===== src/rtl/seg_pkg.sv =====
// Shared types and constants for the multiplexed 7-segment scheduler:
// FSM state, active-low digit selects and active-low segment patterns {g,f,e,d,c,b,a}.
package seg_pkg;

  typedef enum logic {
    ST_BASE = 1'b0,
    ST_MSG  = 1'b1
  } state_e;

  localparam logic [3:0] DIG_0   = 4'b1110;  // rightmost digit, nibble [3:0]
  localparam logic [3:0] DIG_1   = 4'b1101;
  localparam logic [3:0] DIG_2   = 4'b1011;
  localparam logic [3:0] DIG_3   = 4'b0111;
  localparam logic [3:0] DIG_OFF = 4'b1111;

  localparam logic [6:0] SEG_0     = 7'b1000000;
  localparam logic [6:0] SEG_1     = 7'b1111001;
  localparam logic [6:0] SEG_2     = 7'b0100100;
  localparam logic [6:0] SEG_3     = 7'b0110000;
  localparam logic [6:0] SEG_4     = 7'b0011001;
  localparam logic [6:0] SEG_5     = 7'b0010010;
  localparam logic [6:0] SEG_6     = 7'b0000010;
  localparam logic [6:0] SEG_7     = 7'b1111000;
  localparam logic [6:0] SEG_8     = 7'b0000000;
  localparam logic [6:0] SEG_9     = 7'b0010000;
  localparam logic [6:0] SEG_DASH  = 7'b0111111;
  localparam logic [6:0] SEG_BLANK = 7'b1111111;

  // Anything that is not a valid scan position restarts at the rightmost digit.
  function automatic logic [3:0] next_digit(input logic [3:0] cur);
    case (cur)
      DIG_0:   return DIG_1;
      DIG_1:   return DIG_2;
      DIG_2:   return DIG_3;
      default: return DIG_0;
    endcase
  endfunction

endpackage


===== src/rtl/seg_decode.sv =====
// Combinational nibble to active-low segment decoder: 0-9 digits, 10 dash, 11-15 blank.
module seg_decode
  import seg_pkg::*;
(
  input  logic [3:0] nibble_i,
  output logic [6:0] seg_o
);

  always_comb begin
    seg_o = SEG_BLANK;
    case (nibble_i)
      4'd0:    seg_o = SEG_0;
      4'd1:    seg_o = SEG_1;
      4'd2:    seg_o = SEG_2;
      4'd3:    seg_o = SEG_3;
      4'd4:    seg_o = SEG_4;
      4'd5:    seg_o = SEG_5;
      4'd6:    seg_o = SEG_6;
      4'd7:    seg_o = SEG_7;
      4'd8:    seg_o = SEG_8;
      4'd9:    seg_o = SEG_9;
      4'd10:   seg_o = SEG_DASH;
      default: seg_o = SEG_BLANK;
    endcase
  end

endmodule


===== src/rtl/seg_scheduler.sv =====
// 4-digit 7-segment scan scheduler with timed, retriggerable message overlay.
// Define SEG_SCHEDULER_BLINK_EN to honour blink_en (message blanked in the off phase).
module seg_scheduler
  import seg_pkg::*;
#(
  parameter int SCAN_DIV  = 65536,
  parameter int BLINK_DIV = 8388608,
  parameter int MSG_HOLD  = 6
) (
  input  logic        clk,
  input  logic        rst_n,
  input  logic [15:0] base_nums,
  input  logic        msg_req,
  input  logic [15:0] msg_nums,
  input  logic        blink_en,
  output logic        msg_ack,
  output logic        msg_busy,
  output logic [3:0]  digit,
  output logic [6:0]  display
);

  localparam int SCAN_W  = $clog2(SCAN_DIV);
  localparam int BLINK_W = $clog2(BLINK_DIV);
  localparam int HOLD_W  = $clog2(MSG_HOLD + 1);

  state_e             state_q, state_d;
  logic [SCAN_W-1:0]  scan_cnt_q, scan_cnt_d;
  logic [BLINK_W-1:0] blink_cnt_q, blink_cnt_d;
  logic [HOLD_W-1:0]  hold_q, hold_d;
  logic               phase_q, phase_d;
  logic [15:0]        msg_q, msg_d;
  logic [3:0]         sel_q, sel_d;
  logic [3:0]         digit_q, digit_d;
  logic [6:0]         display_q, display_d;
  logic               ack_q;

  logic               scan_tick, blink_tick, blank;
  logic [3:0]         sel_next, nibble;
  logic [15:0]        src;
  logic [6:0]         seg_w;

  assign scan_tick  = (scan_cnt_q == SCAN_W'(SCAN_DIV - 1));
  assign blink_tick = (blink_cnt_q == BLINK_W'(BLINK_DIV - 1));

`ifdef SEG_SCHEDULER_BLINK_EN
  assign blank = (state_q == ST_MSG) && blink_en && !phase_q;
`else
  logic unused_blink_en;
  assign unused_blink_en = blink_en;
  assign blank = 1'b0;
`endif

  // Control: request acceptance (also retrigger) takes priority over hold expiry.
  always_comb begin
    state_d     = state_q;
    scan_cnt_d  = scan_tick ? '0 : scan_cnt_q + SCAN_W'(1);
    blink_cnt_d = blink_tick ? '0 : blink_cnt_q + BLINK_W'(1);
    phase_d     = blink_tick ? ~phase_q : phase_q;
    hold_d      = hold_q;
    msg_d       = msg_q;
    if (msg_req) begin
      state_d     = ST_MSG;
      msg_d       = msg_nums;
      hold_d      = '0;
      phase_d     = 1'b1;
      blink_cnt_d = '0;
    end else if (state_q == ST_MSG && blink_tick) begin
      if (hold_q == HOLD_W'(MSG_HOLD - 1)) begin
        state_d = ST_BASE;
        hold_d  = '0;
        phase_d = 1'b1;
      end else begin
        hold_d = hold_q + HOLD_W'(1);
      end
    end
  end

  // Display: position, anode and segments all move together on the scan tick.
  assign sel_next = next_digit(sel_q);
  assign src      = (state_q == ST_MSG) ? msg_q : base_nums;

  always_comb begin
    case (sel_next)
      DIG_1:   nibble = src[7:4];
      DIG_2:   nibble = src[11:8];
      DIG_3:   nibble = src[15:12];
      default: nibble = src[3:0];
    endcase
  end

  seg_decode u_decode (
    .nibble_i (nibble),
    .seg_o    (seg_w)
  );

  always_comb begin
    sel_d     = sel_q;
    digit_d   = digit_q;
    display_d = display_q;
    if (scan_tick) begin
      sel_d     = sel_next;
      digit_d   = blank ? DIG_OFF : sel_next;
      display_d = blank ? SEG_BLANK : seg_w;
    end
  end

  always_ff @(posedge clk or negedge rst_n) begin
    if (!rst_n) begin
      state_q     <= ST_BASE;
      scan_cnt_q  <= '0;
      blink_cnt_q <= '0;
      hold_q      <= '0;
      phase_q     <= 1'b1;
      msg_q       <= '0;
      sel_q       <= DIG_OFF;
      digit_q     <= DIG_OFF;
      display_q   <= SEG_BLANK;
      ack_q       <= 1'b0;
    end else begin
      state_q     <= state_d;
      scan_cnt_q  <= scan_cnt_d;
      blink_cnt_q <= blink_cnt_d;
      hold_q      <= hold_d;
      phase_q     <= phase_d;
      msg_q       <= msg_d;
      sel_q       <= sel_d;
      digit_q     <= digit_d;
      display_q   <= display_d;
      ack_q       <= msg_req;
    end
  end

  assign msg_ack  = ack_q;
  assign msg_busy = (state_q == ST_MSG);
  assign digit    = digit_q;
  assign display  = display_q;

endmodule


===== config.mk =====
export PLATFORM = sky130hd
export DESIGN_NAME = seg_scheduler
export DESIGN_NICKNAME = d
export VERILOG_FILES = /design/src/rtl/seg_pkg.sv /design/src/rtl/seg_decode.sv /design/src/rtl/seg_scheduler.sv
export SDC_FILE = /design/constraint.sdc
export NUM_CORES = 1
export LEC_CHECK = 0
export ABC_AREA = 1
export CAP_MARGIN = 10
export CELL_PAD_IN_SITES_DETAIL_PLACEMENT = 1
export CELL_PAD_IN_SITES_GLOBAL_PLACEMENT = 1
export CORE_ASPECT_RATIO = 0.5
export CORE_MARGIN = 1
export CORE_UTILIZATION = 41
export CTS_BUF_LIST = sky130_fd_sc_hd__clkbuf_16
export DETAILED_ROUTE_END_ITERATION = 10
export GPL_TIMING_DRIVEN = 0
export PLACE_DENSITY = 0.84
export SETUP_SLACK_MARGIN = 0.15
export SLEW_MARGIN = 20
export SYNTH_ARGS = -nofsm -noshare
export SYNTH_HDL_FRONTEND = slang
export SYNTH_SLANG_ARGS = --single-unit

===== constraint.sdc =====
create_clock -name clk -period 2.4 [get_ports clk]
set_input_delay 0.48 -clock clk [delete_from_list [all_inputs] [get_ports clk]]
set_output_delay 0.48 -clock clk [all_outputs]
set_load 0.02 [all_outputs]

# Word level (Yosys, flattened, before mapping)

Memory sizes are Yosys's and may differ from the RTL's. A register that Yosys moved wholly into a read port is not among the register bits.
Cells that the tools add are included.
W data, S select, Z words.

Bits in registers: 64
Memory bits (read-only): 112
Output and inout port bits: 13
Memories kept: 1

Memory list:

| memory           | words | bits a word | read ports | clocked after memory_dff | wr ports | line             | source |
|---|---|---|---|---|---|---|---|
| (name not given) | 16    | 7           | 1          | 1                        | 0        | seg_decode.sv:11 | `case (nibble_i)` |

Add/sub/neg operators: 3
Eq/ne operators: 9
Mux-type cells: 12
Reductions and logical operators: 5

Operator list:

| operator                | number |
|---|---|
| $mux W23                | 2 |
| $mux W16                | 2 |
| $pmux W4 S3             | 2 |
| $add A23 B1 Y23 const B | 1 |
| $eq A23 B23 Y1 const B  | 1 |
| $eq A4 B4 Y1 const B    | 5 |
| $add A16 B1 Y16 const B | 1 |
| $eq A16 B16 Y1 const B  | 1 |
| $mux W3                 | 3 |
| $eq A4 B3 Y1 const B    | 1 |
| $reduce_bool A2 Y1      | 2 |
| $add A3 B1 Y3 const B   | 1 |
| $eq A3 B3 Y1 const B    | 1 |
| $mux W1                 | 3 |
| $reduce_and A2 Y1       | 1 |
| $logic_and A1 B1 Y1     | 1 |
| $logic_not A1 Y1        | 1 |

# Longest topological paths before layout

Depth after elaboration: 4
Gate-level depth with buffers: 14
Mapped depth without buffers: 13

# Hierarchy

A second synthesis with hierarchy kept.

Cell total of the unflattened synthesis: 516
Area total of the unflattened synthesis: 3,878.7 µm²

Modules (own cells, without submodules):

| module        | times used | cells each | area each (µm²) |
|---|---|---|---|
| seg_scheduler | 1          | 479        | 3,654.8 |
| seg_decode    | 1          | 37         | 224.0 |

# Least setup slack after synthesis

OpenSTA, ideal clock, no wires.

Path kind: flip-flop to flip-flop
Start: register state_q, in the netlist msg_busy
End: register display_q[1], in the netlist display[1]
Setup time: 68 ps
Data arrival time: 1,842 ps
Setup slack: 490 ps
Cell stages (with the launch flop): 11
Path buffers: 2
Clock period less this slack: 1,910 ps
Cell sequence: dfrtp_1 buf_4 inv_2 buf_6 o21ai_0 nand2_1 nand3_1 nor2_2 ha_1 or2_1 a21boi_2

Cells in the longest elaborated chain, start to end: 2

RTL lines:

| element                | line                 | source |
|---|---|---|
| start, declared        | seg_scheduler.sv:26  | `state_e state_q, state_d;` |
| start signal, assigned | seg_scheduler.sv:120 | `state_q <= state_d;` |
| $mux W16               | seg_scheduler.sv:80  | `assign src = (state_q == ST_MSG) ? msg_q : base_nums;` |
| $pmux W4 S3            | seg_scheduler.sv:83  | `case (sel_next)` |
| end, declared          | seg_scheduler.sv:34  | `logic [6:0] display_q, display_d;` |

No other way between the ends.
A chain may end at the register's enable or synchronous reset.

==> flow_summary.yaml <==
run_status:
  status: "finished, final reports clean"
pwr:
  p_leak_nw: 2.20
  p_comb_frac: 0.092
  total_power_w: 0.00267
  power.density_nw_per_um2: 555
  clkPwrFrac: 0.438
  power_frac_seq: 0.469
  internal-power_w: 0.00202
  power.switching_w: 0.000650
  irDropWorstVdd_mv: 0.361
  switching_share: 0.243
global_route:
  grt_pass1_vias: 3680
  grt_pass1_wl_um: 17700
  track_usage: 0.228
  grt_antenna_before_repair: 0
  grt-ovfl-total: 0
  grt_max_degree: 57
yosys:
  ys_async_sr_fraction: 1.00
  synthAdderAreaFrac: 0.0160
  synth.yosys.seq_area_share: 0.458
  synth_mux_area_frac: 0.00256
  synth_fp_nets: 543
  syn-instance-count: 502
  syn_area_um2: 3910
  synth_flop_cell: "dfrtp_1"
  synth_compound_area_frac: 0.0730
  ys_ff_latch: 71
  yosys.area_share.simple: 0.351
  ys_warn_count: 0
  synthDistinctLibCells: 44
  synth_xor_area_frac: 0.0269
  synth-edff-count: 0
  synth_top_family_by_area: "simple AND/OR/NAND/NOR gates"
  syn_avg_cell_area_um2: 7.78
cts:
  hold_buffers: 0
  clock-sinks: 71
  cts_setup_buffers: 0
  cts_made_buffers: 9
  cts_resized: 0
  cts_tree: "yes"
  clock_latency_ns: 0.33
  cts.htree.levels: 3
  cts_root_buf: "clkbuf_16"
  path_clk_slew_ns: 0.06
  cts_buffer_depth: 2
die:
  rows: 24
  core_area_um2: 8980
  floorplan.die.height_um: 71.0
  die_x_um: 140
  initial_utilization: 0.435
  io_pins: 49
  die_area_um2: 9950
place:
  dpl.hpwl_um: 7410
  placed_area_um2: 4550
  io_buffers: 47
  place_ws_ns: 0.167
  place_congestion: 0.815
final_layout:
  area_delta_synth_final_pct: 23.1
  drive_gt1_frac: 0.117
  final-seq-area_um2: 1790
  diodes: 0
  fillers: 1112
  fin_nets: 602
  final_area_um2: 4810
  postLayoutCoreUtil: 0.536
  multi_input_area_um2: 1840
routing:
  drt_wl_total_um: 10000
  drcViolationCount: 0
  dr.pass1.iters: 4
  ant_nets: 0
  vias: 3436
  viasPerCell: 5.03
  dr.first_iter.drc_count: 137
  wl_per_cell_um: 14.7
sta:
  post-route-period-util: 0.891
  setup_viol: 0
  clock.fmax_mhz: 467
  hold_viol: 0
  min_period_ns: 2.14
  relSlewSlack: 0.686
  slew_violations: 0
  rsz0062_at_grt: "false"
  fin_ws_ns: 0.261
  finClkSkew_ns: 0.00425
  hold_slack_ns: 0.0126
  worst_pin_slew_ns: 0.470
worst_hold_path:
  min_path_type: "input port to asynchronous set/reset pin"
setup_path:
  r2r-end: "display[1]"
  critical_path_class: "flop to flop"
  worst_setup_path_start_kind: "flop"
  slowest_delay_ns: 0.61
  rrSetupSlack_ns: 0.26
  end_kind: "flop"
  critPathBufInv: 0
  worst_ep_arrival_time_ns: 2.41
  path_cells: "nand2_1 > nor2_1 > nand2_1 > nand3_1 > nor2_4 > ha_1 > or2_1 > a21boi_2"
  critPathMaxFanout: 7
  crit_top_cell: "nand2_1"
  r2r_start: "digit[0]"
  reg2regPathDepth: 8
  cp_slowest_cell: "dfstp_2"
  cp.required_ns: 2.67
  cp_top_family: "simple AND/OR/NAND/NOR gates"
flow_run:
  max_cap_viol_count: 0
==> cells by family after synthesis <==
group / count (synthesis)
simple gates: 300
fa+ha+maj: 5
xor+xnor: 12
flops: 71
mux: 1
buf+inv: 69
compound gates: 44
==> cell type report <==
| class | instances | area share |
|---|---|---|
| multi-input cells | 362 | 0.382 |
| flip-flops and latches | 71 | 0.372 |
| repair buffers | 48 | 0.103 |
| clock buffers | 9 | 0.0468 |
| inverters | 59 | 0.0460 |
| well taps | 117 | 0.0304 |
| plain buffers | 10 | 0.0127 |
| clock inverters | 7 | 0.00650 |
==> cells in the mapped netlist (4+ instances only) <==
master | instances | area [µm²]
xor2_1 | 8 | 70.1
nor2_4 | 4 | 45.0
inv_1 | 50 | 188
nand4_1 | 14 | 87.6
nand3_1 | 21 | 105
nor2_1 | 52 | 195
nor2_2 | 5 | 31.3
ha_1 | 5 | 62.6
o21ai_0 | 17 | 85.1
nand2_2 | 5 | 31.3
dfrtp_1 | 60 | 1500
inv_2 | 8 | 30.0
or2_1 | 4 | 25.0
clkbuf_1 | 5 | 18.8
nor3_1 | 18 | 90.1
xnor2_1 | 4 | 35.0
a21oi_1 | 9 | 45.0
dfstp_2 | 11 | 289
nand2_1 | 162 | 608
==> registers in the layout (all words and copies together), names as in the netlist <==
name and flops:
digit 4, blink_cnt_q 23, msg_ack 1, hold_q 3, display 7, msg_q 16
scan_cnt_q 16, msg_busy 1
==> metal layers <==
metal	part of all wire	track usage	wire length, µm
met4	0.013	0.0623	127
met3	0.023	0.0589	234
met1	0.43	0.266	4360
met2	0.53	0.418	5310
met5	0	0	0
==> layout by cell type (no fill, tap or decap), types with 8 or more instances in the layout <==
| master | Yosys | layout |
|---|---|---|
| nand2_1 | 162 | 162 |
| xor2_1 | 8 | 8 |
| inv_2 | 8 | 8 |
| a21oi_1 | 9 | 9 |
| dfstp_2 | 11 | 11 |
| nand3_1 | 21 | 21 |
| nor2_1 | 52 | 52 |
| clkbuf_16 | 0 | 9 |
| clkdlybuf4s50_1 | 0 | 46 |
| nor3_1 | 18 | 18 |
| inv_1 | 50 | 51 |
| o21ai_0 | 17 | 17 |
| dfrtp_1 | 60 | 60 |
| nand4_1 | 14 | 14 |
==> power by group through the flow <==
stage | logic, W | clock network [W] | registers (W)
after floorplan | 0.000121 | 0 | 0.00127
after global placement | 0.000229 | 0 | 0.00127
after detailed placement | 0.000246 | 0 | 0.00127
after CTS | 0.000250 | 0.00120 | 0.00125
after global routing | 0.000277 | 0.00126 | 0.00126
final | 0.000246 | 0.00117 | 0.00125
==> metrics by stage <==
stage | setup TNS [ns] | std cells
finish | 0 | 683
floorplan | 0 | 502
global route | 0 | 683
detailed placement | 0 | 667
CTS | 0 | 683
global placement | -107.05 | 666
==> how the worst max path moves through the flow <==
stage	start	to	slack [ns]	depth (start not counted)
floorplan	msg_busy	display[1]	0.49	10
global placement	rst_n	scan_cnt_q[2]	-1.65	1
CTS	msg_busy	display[5]	0.20	13
detailed placement	base_nums[4]	display[5]	0.17	12
finish	digit[0]	display[1]	0.26	8
global route	msg_busy	display[5]	0.13	13
(Power assumes the default switching activity.)
